--- src/rtl/ray_stream_deserializer_pkg.sv ---
// Shared ray types for the ray word serializer/deserializer pair.
// A ray is packed orig first, then dir; each component is a 24-bit signed word.
package ray_stream_deserializer_pkg;

   localparam int VEC_W     = 24;
   localparam int RAY_WORDS = 6;

   typedef logic [2:0] ray_word_idx_t;

   typedef enum logic [1:0] {
      IDLE     = 2'd0,
      COLLECT  = 2'd1,
      WAIT_OUT = 2'd2,
      RESYNC   = 2'd3
   } ray_deser_state_e;

   typedef struct packed {
      logic signed [VEC_W-1:0] x;
      logic signed [VEC_W-1:0] y;
      logic signed [VEC_W-1:0] z;
   } vec3;

   typedef vec3 point;

   typedef struct packed {
      point orig;
      vec3  dir;
   } ray;

   localparam ray ray_default = '0;

endpackage

--- src/rtl/ray_stream_deserializer_out_slot.sv ---
// One-entry valid/ready holding register for any packed struct type.
// A load in the same cycle as a drain keeps valid high with the new data.
module ray_out_slot
   import ray_stream_deserializer_pkg::*;
#(
   parameter type T = ray
) (
   input  logic clk,
   input  logic rst_n,
   input  logic load,
   input  T     load_data,
   output T     data,
   output logic valid,
   input  logic ready,
   output logic free,
   output logic drain
);

   // Caller must only assert load while free is high.
   assign free  = !valid || ready;
   assign drain = valid && ready;

   always_ff @(posedge clk or negedge rst_n) begin
      if (!rst_n) begin
         valid <= 1'b0;
         data  <= '0;
      end else if (load) begin
         valid <= 1'b1;
         data  <= load_data;
      end else if (ready) begin
         valid <= 1'b0;
      end
   end

endmodule

--- src/rtl/ray_stream_deserializer.sv ---
// Collects six signed component words into one ray and offers it downstream.
// Optional framing check on in_last is enabled with `define RAY_FRAME_CHECK_EN.
module ray_stream_deserializer
   import ray_stream_deserializer_pkg::*;
#(
   parameter int DATA_W        = 24,
   parameter int WORDS_PER_RAY = 6,
   parameter int CNT_W         = 16
) (
   input  logic              clk,
   input  logic              rst_n,
   input  logic [DATA_W-1:0] in_data,
   input  logic              in_valid,
   output logic              in_ready,
   input  logic              in_last,
   output ray                out_ray,
   output logic              out_valid,
   input  logic              out_ready,
   output logic              busy,
   output logic [CNT_W-1:0]  ray_count,
   output logic              frame_err
);

   localparam logic [1:0] ST_IDLE     = IDLE;
   localparam logic [1:0] ST_COLLECT  = COLLECT;
   localparam logic [1:0] ST_WAIT_OUT = WAIT_OUT;
   localparam logic [1:0] ST_RESYNC   = RESYNC;

   logic [1:0]          state;
   ray_word_idx_t       idx;
   logic                rdy_q;
   logic [CNT_W-1:0]    ray_count_q;
   logic                frame_err_q;
   logic signed [DATA_W-1:0] words      [WORDS_PER_RAY];
   logic signed [DATA_W-1:0] next_words [WORDS_PER_RAY];
   ray                  load_ray;
   logic                acc, collecting, take, at_last;
   logic                bad_early, bad_late;
   logic                load, slot_free, drain;

   // rdy_q keeps in_ready low while reset is held.
   assign in_ready   = rdy_q && (state != ST_WAIT_OUT);
   assign acc        = in_valid && in_ready;
   assign collecting = (state == ST_IDLE) || (state == ST_COLLECT);
   assign take       = acc && collecting;
   assign at_last    = (idx == ray_word_idx_t'(WORDS_PER_RAY-1));

`ifdef RAY_FRAME_CHECK_EN
   assign bad_early = in_last && !at_last;
   assign bad_late  = !in_last && at_last;
`else
   logic unused_last;
   assign unused_last = in_last;
   assign bad_early   = 1'b0;
   assign bad_late    = 1'b0;
`endif

   assign load = (take && at_last && !bad_late && slot_free) ||
                 ((state == ST_WAIT_OUT) && slot_free);

   always_comb begin
      next_words = words;
      if (take) next_words[idx] = in_data;
      load_ray        = ray_default;
      load_ray.orig.x = next_words[0];
      load_ray.orig.y = next_words[1];
      load_ray.orig.z = next_words[2];
      load_ray.dir.x  = next_words[3];
      load_ray.dir.y  = next_words[4];
      load_ray.dir.z  = next_words[5];
   end

   // Staging words are pure data; they are overwritten before each use.
   always_ff @(posedge clk) begin
      words <= next_words;
   end

   always_ff @(posedge clk or negedge rst_n) begin
      if (!rst_n) begin
         state       <= ST_IDLE;
         idx         <= '0;
         rdy_q       <= 1'b0;
         ray_count_q <= '0;
         frame_err_q <= 1'b0;
      end else begin
         rdy_q       <= 1'b1;
         frame_err_q <= take && (bad_early || bad_late);
         if (drain) ray_count_q <= ray_count_q + CNT_W'(1);
         case (state)
            ST_IDLE, ST_COLLECT: begin
               if (take) begin
                  if (bad_early) begin
                     idx   <= '0;
                     state <= ST_IDLE;
                  end else if (at_last) begin
                     idx <= '0;
                     if (bad_late)       state <= ST_RESYNC;
                     else if (slot_free) state <= ST_IDLE;
                     else                state <= ST_WAIT_OUT;
                  end else begin
                     idx   <= idx + ray_word_idx_t'(1);
                     state <= ST_COLLECT;
                  end
               end
            end
            ST_WAIT_OUT: begin
               if (slot_free) state <= ST_IDLE;
            end
`ifdef RAY_FRAME_CHECK_EN
            ST_RESYNC: begin
               if (acc && in_last) state <= ST_IDLE;
            end
`endif
            default: state <= ST_IDLE;
         endcase
      end
   end

   ray_out_slot #(.T(ray)) u_slot (
      .clk       (clk),
      .rst_n     (rst_n),
      .load      (load),
      .load_data (load_ray),
      .data      (out_ray),
      .valid     (out_valid),
      .ready     (out_ready),
      .free      (slot_free),
      .drain     (drain)
   );

   assign busy      = (state != ST_IDLE) || out_valid;
   assign ray_count = ray_count_q;
   assign frame_err = frame_err_q;

endmodule

--- config.mk ---
export PLATFORM = sky130hd
export DESIGN_NAME = ray_stream_deserializer
export DESIGN_NICKNAME = d
export VERILOG_FILES = /design/src/rtl/ray_stream_deserializer_pkg.sv /design/src/rtl/ray_stream_deserializer_out_slot.sv /design/src/rtl/ray_stream_deserializer.sv
export SDC_FILE = /design/constraint.sdc
export NUM_CORES = 1
export LEC_CHECK = 0
export ABC_AREA = 0
export ABC_CLOCK_PERIOD_IN_PS = 2800
export CELL_PAD_IN_SITES_DETAIL_PLACEMENT = 0
export CELL_PAD_IN_SITES_GLOBAL_PLACEMENT = 2
export CORE_MARGIN = 3
export CORE_UTILIZATION = 35
export CTS_BUF_LIST = sky130_fd_sc_hd__clkbuf_8 sky130_fd_sc_hd__clkbuf_16
export CTS_CLUSTER_DIAMETER = 50
export DETAILED_ROUTE_END_ITERATION = 10
export PLACE_DENSITY = 0.81
export SLEW_MARGIN = 5
export SYNTH_ARGS = -nofsm -noshare
export SYNTH_HDL_FRONTEND = slang
export SYNTH_SLANG_ARGS = --single-unit
--- constraint.sdc ---
create_clock -name clk -period 2.8 [get_ports clk]
set_input_delay 0.42 -clock clk [delete_from_list [all_inputs] [get_ports clk]]
set_output_delay 0.42 -clock clk [all_outputs]
set_load 0.01 [all_outputs]
==> flow_summary.toml, run 1 <==
[yosys]
yosysWarningCount = 0
ys_types = 30
ys_ff_latch = 311
syn_inst = 702
synth_seq_area_share_pct = 63.9
syn_area_sq_um = 11100
syn_avg_cell_area_sq_um = 15.8
synth_nets = 732

[placed_design]
dp.cells = 1276
gp_congestion = 0.702
portBuffers = 190
hpwl_microns = 15600
dp_slack_ns = 0.205

[worst_setup_path]
worstSetupStartpointType = "flip-flop"
cp_slowest_cell = "clkdlybuf4s50_1"
path_class = "reg2out"
reg2reg_slack_ns = 0.72
critPathLaunch = "state[1]"
timing.critical_path.buf_inv = 1
cp-end-kind = "primary output"
r2r_cells = 5
required_ns = 2.38
path_max_fanout = 6
r2r_start = "state[1]"
path_depth = 2
worstPathCellList = "or3_1 -> clkdlybuf4s50_1"
cpPeakStageDelay_ns = 0.50
crit_family = "buffers and inverters"
crit_arrival_ns = 1.78
reg2reg_to = "u_slot.data[111]"

[pwr]
ir_drop_uv = 623
pwr-share-comb_pct = 28.0
p_sw_mw = 4.15
p_clk_share_pct = 29.0
p_int_mw = 12.1
p_leak_nw = 6.60
power_mw = 16.2
p_sw_share_pct = 25.6
seqPwrFrac_pct = 43.0
p_per_area_nw_per_um2 = 1100

[timing]
worstMarginPinSlew_ns = 0.711
period_share_pct = 78.6
finalSetupViolCount = 0
setup_tns_ns = 0
slew_violations = 0
slew_headroom_pct = 52.6
rsz0062_at_grt = "no"
hold_viol_final = 0
holdWs_ns = 0.467
worst_clock_skew_ns = 0.0107
fin_crit_ns = 2.20
layout_setup_ws_ns = 0.600
fmax_mhz = 455

[die]
ioPinCount = 193
initial_utilization_pct = 35.9
fp.dieW_microns = 184
core_area_sq_um = 30800
die-area_sq_um = 33800
die_h_microns = 184
rows = 64

[clocking]
cts_buffers = 37
clk_latency_ns = 0.50
cts.sinks = 311
cts.repair.resized = 0
cts-htree-levels = 2
cts_setup_buffers = 0
cts.clk_slew.worst_paths_ns = 0.06
cts_root_buf = "clkbuf_16"
cts_tree = "done"
postCtsHoldBufs = 1
clockBufferDepth = 3

[cells_and_area]
final_common_cell = "mux2_2"
area_delta_synth_final_pct = 33.7
drive_gt1_share_pct = 39.0
post_layout_nonfiller_instances = 1344
fin_nets = 950
num_antenna_cells = 0
layout_common_cells = "266 x mux2_2, 189 x clkdlybuf4s50_1, 167 x dfrtp_1"

[global_routing]
grtUsageTotal_pct = 14.2
grt_antenna_before_repair = 0
grt_pass1_vias = 6390
grt_pass1_wl_microns = 37600
grt_max_degree = 68
gr-total-overflow = 0

[route]
antenna_left = 0
wire_per_inst_microns = 18.0
drt-initial-drc-count = 159
drc = 0
wl_microns = 24200
dr.pass1.iters = 4
vias = 6257
via_per_inst = 4.66

[run]
drv_cap = 0

[hold_path]
hold_end = "words[143]"
min_from = "words[143]"
min_path_type = "reg2reg"
holdPathStages = 1

[outcome]
status = "finished, final reports clean"
-- worst max path at each step --
| stage | endpoint | slack (ns) |
|---|---|---|
| after floorplan | u_slot.data[53] | 0.83 |
| after global placement | u_slot.data[107] | 0.22 |
| after detailed placement | u_slot.data[108] | 0.20 |
| after CTS | in_ready | 0.55 |
| after global routing | in_ready | 0.52 |
| final | busy | 0.60 |
-- per-layer routing --
layer	vias to the layer above	track usage, %	part of all wire [%]
met5	-	0	0
met4	0	4.11	2.0
met3	34	3.46	5.0
met2	134	23.0	47
met1	3168	19.1	46
li1	2921	-	-
-- metrics by stage --
stage	utilization, %	cell area [sq um]
2_1_floorplan	-	11100
3_3_place_gp	43.9	13500
3_5_place_dp	43.9	13500
4_1_cts	48.0	14800
5_1_grt	48.0	14800
6_report	48.0	14800
-- cells by family (layout without fill, tap and decap cells) --
kind of cell             Yosys count  in the layout  synth area share, %
buffers and inverters             32            278                 2.05
adder cells (fa/ha/maj)            1              1                0.113
AND/OR/NAND/NOR                   47             47                 2.39
flip-flops                       311            311                 63.9
AO/OA/AOI/OAI                      5              5                0.272
multiplexers                     289            289                 30.1
XOR/XNOR                          15             15                 1.19
other                              2              2               0.0679
-- final cells by class --
type,count,area (sq um)
fill,2706,16000
sequential,311,7060
multi-input combinational,359,3800
timing repair buffer,210,2190
clock buffer,46,1070
tap,396,495
clock inverter,21,165
inverter,1,3.75
-- state kept, by name (all words and copies together), names as in the netlist --
| name | cells |
|---|---|
| u_slot.data | 144 |
| u_slot.valid | 1 |
| rdy_q | 1 |
| state | 2 |
| words | 144 |
| idx | 3 |
| ray_count | 16 |
-- synthesized netlist by cell type (all sizes together) --
cell / n / share of area [%]
xnor2: 9 / 0.71
buf: 31 / 2.0
dfrtp: 167 / 38
nor3b: 1 / 0.11
o21ai: 1 / 0.045
nor2b: 4 / 0.23
a21oi: 2 / 0.091
nor2: 9 / 0.31
nand2b: 2 / 0.11
nand4b: 1 / 0.21
and3: 1 / 0.057
xor2: 6 / 0.48
conb: 2 / 0.068
dfxtp: 144 / 26
nand3b: 1 / 0.068
nand2: 13 / 0.44
nor4: 3 / 0.17
nand3: 5 / 0.23
nand4: 3 / 0.17
a21o: 1 / 0.068
mux2: 289 / 30
inv: 1 / 0.034
and4bb: 1 / 0.11
ha: 1 / 0.11
or3: 3 / 0.17
o21a: 1 / 0.068
-- worst register-to-register path: cells and delay by family (launching register included) --
| family | cells | cell delay (ns) |
|---|---|---|
| buffers and inverters | 1 | 0.21 |
| muxes | 2 | 0.61 |
| and+or+nand+nor | 2 | 0.74 |
| DFF | 1 | 0.42 |
-- power by group through the flow --
stage | Sequential, mW | Combinational (mW) | Clock (mW)
after detailed placement | 7.08 | 4.61 | 0
after global placement | 7.04 | 4.52 | 0
final | 6.98 | 4.55 | 4.70
after floorplan | 7.27 | 2.04 | 0
after global routing | 7.19 | 4.90 | 5.04
after CTS | 7.01 | 4.63 | 4.85
Power figures use the tool's default switching activity.
==> inputs of run 2 (changes only) <==
ABC_CLOCK_PERIOD_IN_PS = 1950   (was 2800)
CORE_UTILIZATION = 33   (was 35)
PLACE_DENSITY = 0.8   (was 0.81)
clock period = 1.95 ns   (was 2.8 ns; I/O delays follow)
==> run 2 against run 1 <==
Effect of this change: die area up 5.9%; critical path depth increased by 3; critical endpoint is now u_slot.data[111]; clock skew up 0.0034 ns; clock power up 47%; routed wire length up 8.7%; utilization down 0.30 points; final cell count is 6.4% higher; register-to-register slack got worse by 0.72 ns; critical path type is now reg2reg; largest power group unchanged; first-iteration DRC count grew 26%.
==> flow_summary.toml, run 2 (same netlist as run 1, synthesis figures left out) <==
[outcome]
status = "finished, final reports clean"

[timing]
fmax_mhz = 513
period_share_pct = 99.9
slew_violations = 0
hold_viol_final = 0
worst_clock_skew_ns = 0.0141
finalSetupViolCount = 0
holdWs_ns = 0.283
fin_crit_ns = 1.95
rsz0062_at_grt = "yes"

[clocking]
cts_root_buf = "clkbuf_16"
cts_tree = "done"
cts.clk_slew.worst_paths_ns = 0.06
clk_latency_ns = 0.50
cts-htree-levels = 2
cts_buffers = 38
cts.sinks = 311
clockBufferDepth = 3

[pwr]
p_int_mw = 17.8
p_leak_nw = 6.94
p_clk_share_pct = 28.8
seqPwrFrac_pct = 42.1
ir_drop_uv = 868
pwr-share-comb_pct = 29.1
p_sw_share_pct = 26.1
power_mw = 24.0
p_sw_mw = 6.26
p_per_area_nw_per_um2 = 1540

[cells_and_area]
fillers = 2906
num_antenna_cells = 0
regArea_sq_um = 7060
final_common_cell = "mux2_2"
layout_common_cells = "219 x mux2_2, 187 x clkdlybuf4s50_1, 167 x dfrtp_1"
multi_input_area_sq_um = 4000
fin_util_pct = 47.7
area_delta_synth_final_pct = 41.3
fin_nets = 989
fin_area_sq_um = 15600
drive_gt1_share_pct = 42.7

[worst_setup_path]
worstSetupStartpointType = "flip-flop"
path_max_fanout = 13
cp-end-kind = "flip-flop"
timing.critical_path.buf_inv = 1
crit_arrival_ns = 2.33
path_class = "reg2reg"
required_ns = 2.33
cpPeakStageDelay_ns = 0.49
worstPathCellList = "nand4b_4 -> or3_2 -> buf_12 -> mux2_4 -> mux2_2"
crit_family = "simple AND/OR/NAND/NOR gates"
cp_slowest_cell = "or3_2"

[global_routing]
grt_max_degree = 42
gr-total-overflow = 0
grtUsageTotal_pct = 14.1
grt_pass1_vias = 6752
grt_pass1_wl_microns = 40100
grt_antenna_before_repair = 0

[placed_design]
placed_cell_area_sq_um = 13900
hpwl_microns = 17000
portBuffers = 190
gp_congestion = 0.699

[route]
wire_per_inst_microns = 18.4
drc = 0
wl_microns = 26300
vias = 6425
dr.pass1.iters = 4
antenna_left = 0
drt-initial-drc-count = 201
via_per_inst = 4.49

[die]
die-area_sq_um = 35700
ioPinCount = 193
die_h_microns = 189
rows = 66
initial_utilization_pct = 33.7
fp.dieW_microns = 189
core_area_sq_um = 32800

[run]
drv_cap = 0

[hold_path]
min_path_type = "in2async"
==> run 2: cell count changes in the layout (fill, tap and decap cells not counted), sizes merged <==
cell,change
clkinvlp,+2
clkbuf,+9
buf,+31
clkdlybuf4s50,-2
==> run 2: routing by layer <==
metal,vias to the layer above,routed length (microns),global-route usage [%]
met2,128,12300,22.7
met1,3264,12300,19.5
met4,0,493,3.87
li1,2995,-,-
met3,38,1110,2.83
met5,-,0,0
==> run 2: path summary, 6_finish.rpt <==
| path | startpoint | endpoint | slack [ns] | depth (start not counted) |
|---|---|---|---|---|
| max | state[1] | u_slot.data[111] | 0.002 | 5 |
| min | rst_n | u_slot.data[127] | 0.28 | 2 |
| max reg2reg | state[1] | u_slot.data[111] | 0.002 | 5 |
| min reg2reg | words[90] | words[90] | 0.47 | 1 |
| max in group asynchronous | rst_n | u_slot.data[60] | 0.99 | 3 |
| min in group clk | words[90] | words[90] | 0.47 | 1 |
==> run 2: layout make-up <==
type                    count  area share, %
clock inverters            23           1.22
clock buffers              46           6.86
flip-flops and latches    311           45.2
multi-input cells         359           25.6
repair buffers            248           17.6
inverters                   1         0.0240
well taps                 442           3.54
==> run 2: power groups by stage <==
stage / Combinational (mW) / Clock, mW / Sequential (mW)
floorplan: 2.93 / 0 / 10.4
global placement: 6.53 / 0 / 10.2
detailed placement: 6.70 / 0 / 10.2
CTS: 6.72 / 7.15 / 10.1
global route: 7.52 / 7.44 / 10.4
finish: 6.99 / 6.92 / 10.1
==> run 2: timing repair <==
| action | CTS | global route |
|---|---|---|
| setup endpoints to repair | 24 | 105 |
| pin swaps | 0 | 1 |
| gates resized for setup | 7 | 65 |
| buffers inserted | 0 | 1 |
| cloned | 0 | 9 |
| hold buffers | 1 | 0 |
| endpoints found under the hold margin | 35 | 0 |
==> run 2: worst reg2reg max path, delay by kind of cell, from the launching register on <==
| kind | cells | cell delay [ns] |
|---|---|---|
| buf+inv | 1 | 0.19 |
| simple gates | 2 | 0.67 |
| mux | 2 | 0.58 |
| flops | 1 | 0.39 |
==> run 2: through the flow <==
stage | cells | TNS (ns) | worst slack (ns)
detailed placement | 1350 | -61.14 | -0.415
floorplan | 702 | 0 | 0.0443
global placement | 1350 | -57.36 | -0.387
global route | 1430 | -2.75 | -0.0639
finish | 1430 | 0 | 0.00173
CTS | 1420 | -0.0300 | -0.0111
==> inputs of run 3 (changes only) <==
REMOVE_ABC_BUFFERS = 1   (was not set)
==> run 3 against run 2 <==
Effect of this change: the flow now finishes with violations (negative setup slack); hold slack got worse by 0.066 ns; final cell count increased by 0.28%; sequential share of layout area decreased by 1.4 points.
==> flow_summary.toml, run 3 (same netlist as run 1, synthesis figures left out) <==
[worst_setup_path]
r2r_start = "state[1]"
reg2reg_to = "u_slot.data[116]"
path_max_fanout = 8
worstSetupStartpointType = "flip-flop"
cp-end-kind = "flip-flop"
reg2reg_slack_ns = -0.05
r2r_cells = 5
path_class = "reg2reg"
crit_arrival_ns = 2.39
required_ns = 2.34

[run]
drv_cap = 0

[route]
via_per_inst = 4.57
antenna_left = 0
dr.pass1.iters = 4
drc = 0
vias = 6547
wire_per_inst_microns = 19.5
wl_microns = 28000
drt-initial-drc-count = 205

[die]
initial_utilization_pct = 33.7
rows = 66
die_h_microns = 189
ioPinCount = 193
die-area_sq_um = 35700
fp.dieW_microns = 189
core_area_sq_um = 32800

[clocking]
cts.clk_slew.worst_paths_ns = 0.06
cts_tree = "done"
cts_root_buf = "clkbuf_16"
cts-htree-levels = 2
cts_buffers = 39
cts.sinks = 311
clockBufferDepth = 3
clk_latency_ns = 0.51

[pwr]
ir_drop_uv = 929
p_per_area_nw_per_um2 = 1550
p_leak_nw = 7.16

[hold_path]
min_path_type = "in2async"

[cells_and_area]
num_antenna_cells = 0
layout_common_cells = "187 x clkdlybuf4s50_1, 167 x dfrtp_1, 158 x mux2_2"
final_common_cell = "clkdlybuf4s50_1"
fin_nets = 992
area_delta_synth_final_pct = 45.7
drive_gt1_share_pct = 42.5

[placed_design]
hpwl_microns = 16300
gp_congestion = 0.758
portBuffers = 190
dp_slack_ns = -0.454

[outcome]
status = "complete, but fails checks"
violations = "negative setup slack"

[global_routing]
grt_pass1_vias = 6732
grt_max_degree = 58
grtUsageTotal_pct = 14.6
grt_antenna_before_repair = 0
gr-total-overflow = 0
grt_pass1_wl_microns = 40600

[timing]
layout_setup_ws_ns = -0.0503
holdWs_ns = 0.217
fin_crit_ns = 2.00
hold_viol_final = 0
slew_violations = 0
rsz0062_at_grt = "yes"
finalSetupViolCount = 58
period_share_pct = 103
fmax_mhz = 500
worst_clock_skew_ns = 0.0103
-- run 3: how the worst max path moves through the flow --
stage	start	to	slack, ns
2_1_floorplan	idx[2]	u_slot.data[0]	-3.83
3_3_place_gp	in_valid	u_slot.data[87]	-0.44
3_5_place_dp	in_valid	u_slot.data[119]	-0.45
4_1_cts	state[1]	u_slot.data[89]	-0.05
5_1_grt	state[1]	u_slot.data[19]	-0.13
6_report	state[1]	u_slot.data[116]	-0.05
-- run 3: layout make-up --
| cell class | count | area [sq um] |
|---|---|---|
| flip-flops and latches | 311 | 7060 |
| multi-input cells | 359 | 4210 |
| fillers | 2867 | 16700 |
| repair buffers | 250 | 2900 |
| well taps | 442 | 553 |
| clock inverters | 24 | 278 |
| clock buffers | 47 | 1110 |
| inverters | 1 | 3.75 |
-- run 3: report_power, final --
group          switching [mW]  internal, mW
Sequential               1.03          9.01
Combinational            2.61          4.87
Clock                    2.78          4.75
Total                    6.43          18.6
-- run 3: what timing repair did --
item / 4_1_cts / 5_1_grt
setup endpoints to repair: 132 / 136
hold buffers: 1 / 0
pin swaps: 2 / 3
endpoints found under the hold margin: 55 / 0
setup buffers: 8 / 2
resized for setup: 27 / 113
cloned: 7 / 8
-- run 3: worst max-delay path, stage by stage (launching register included) --
cell and delay (ns):
dfrtp_1 0.42, nand4b_4 0.24, or3_4 0.46, buf_4 0.20, mux2_4 0.31, mux2_4 0.25
-- run 3: layer usage --
| metal | part of all wire [%] | track usage [%] | up-vias |
|---|---|---|---|
| met5 | 0 | 0 | - |
| met4 | 1.8 | 3.81 | 0 |
| met3 | 6.2 | 4.37 | 41 |
| met2 | 46 | 23.2 | 149 |
| met1 | 46 | 19.5 | 3351 |
| li1 | - | - | 3006 |
-- run 3: through the flow --
stage                     cells  TNS (ns)  power, mW  cell area (sq um)  utilization [%]
final                      1434     -1.09       25.1              16100             49.2
after global routing       1434    -10.29       26.4              16100             49.2
after CTS                  1424     -2.50       24.7              15500             47.2
after detailed placement   1337    -70.67       16.8              13700             41.9
after global placement     1337    -68.29       16.7              13700             41.9
after floorplan             671   -566.36       13.3              10800                -
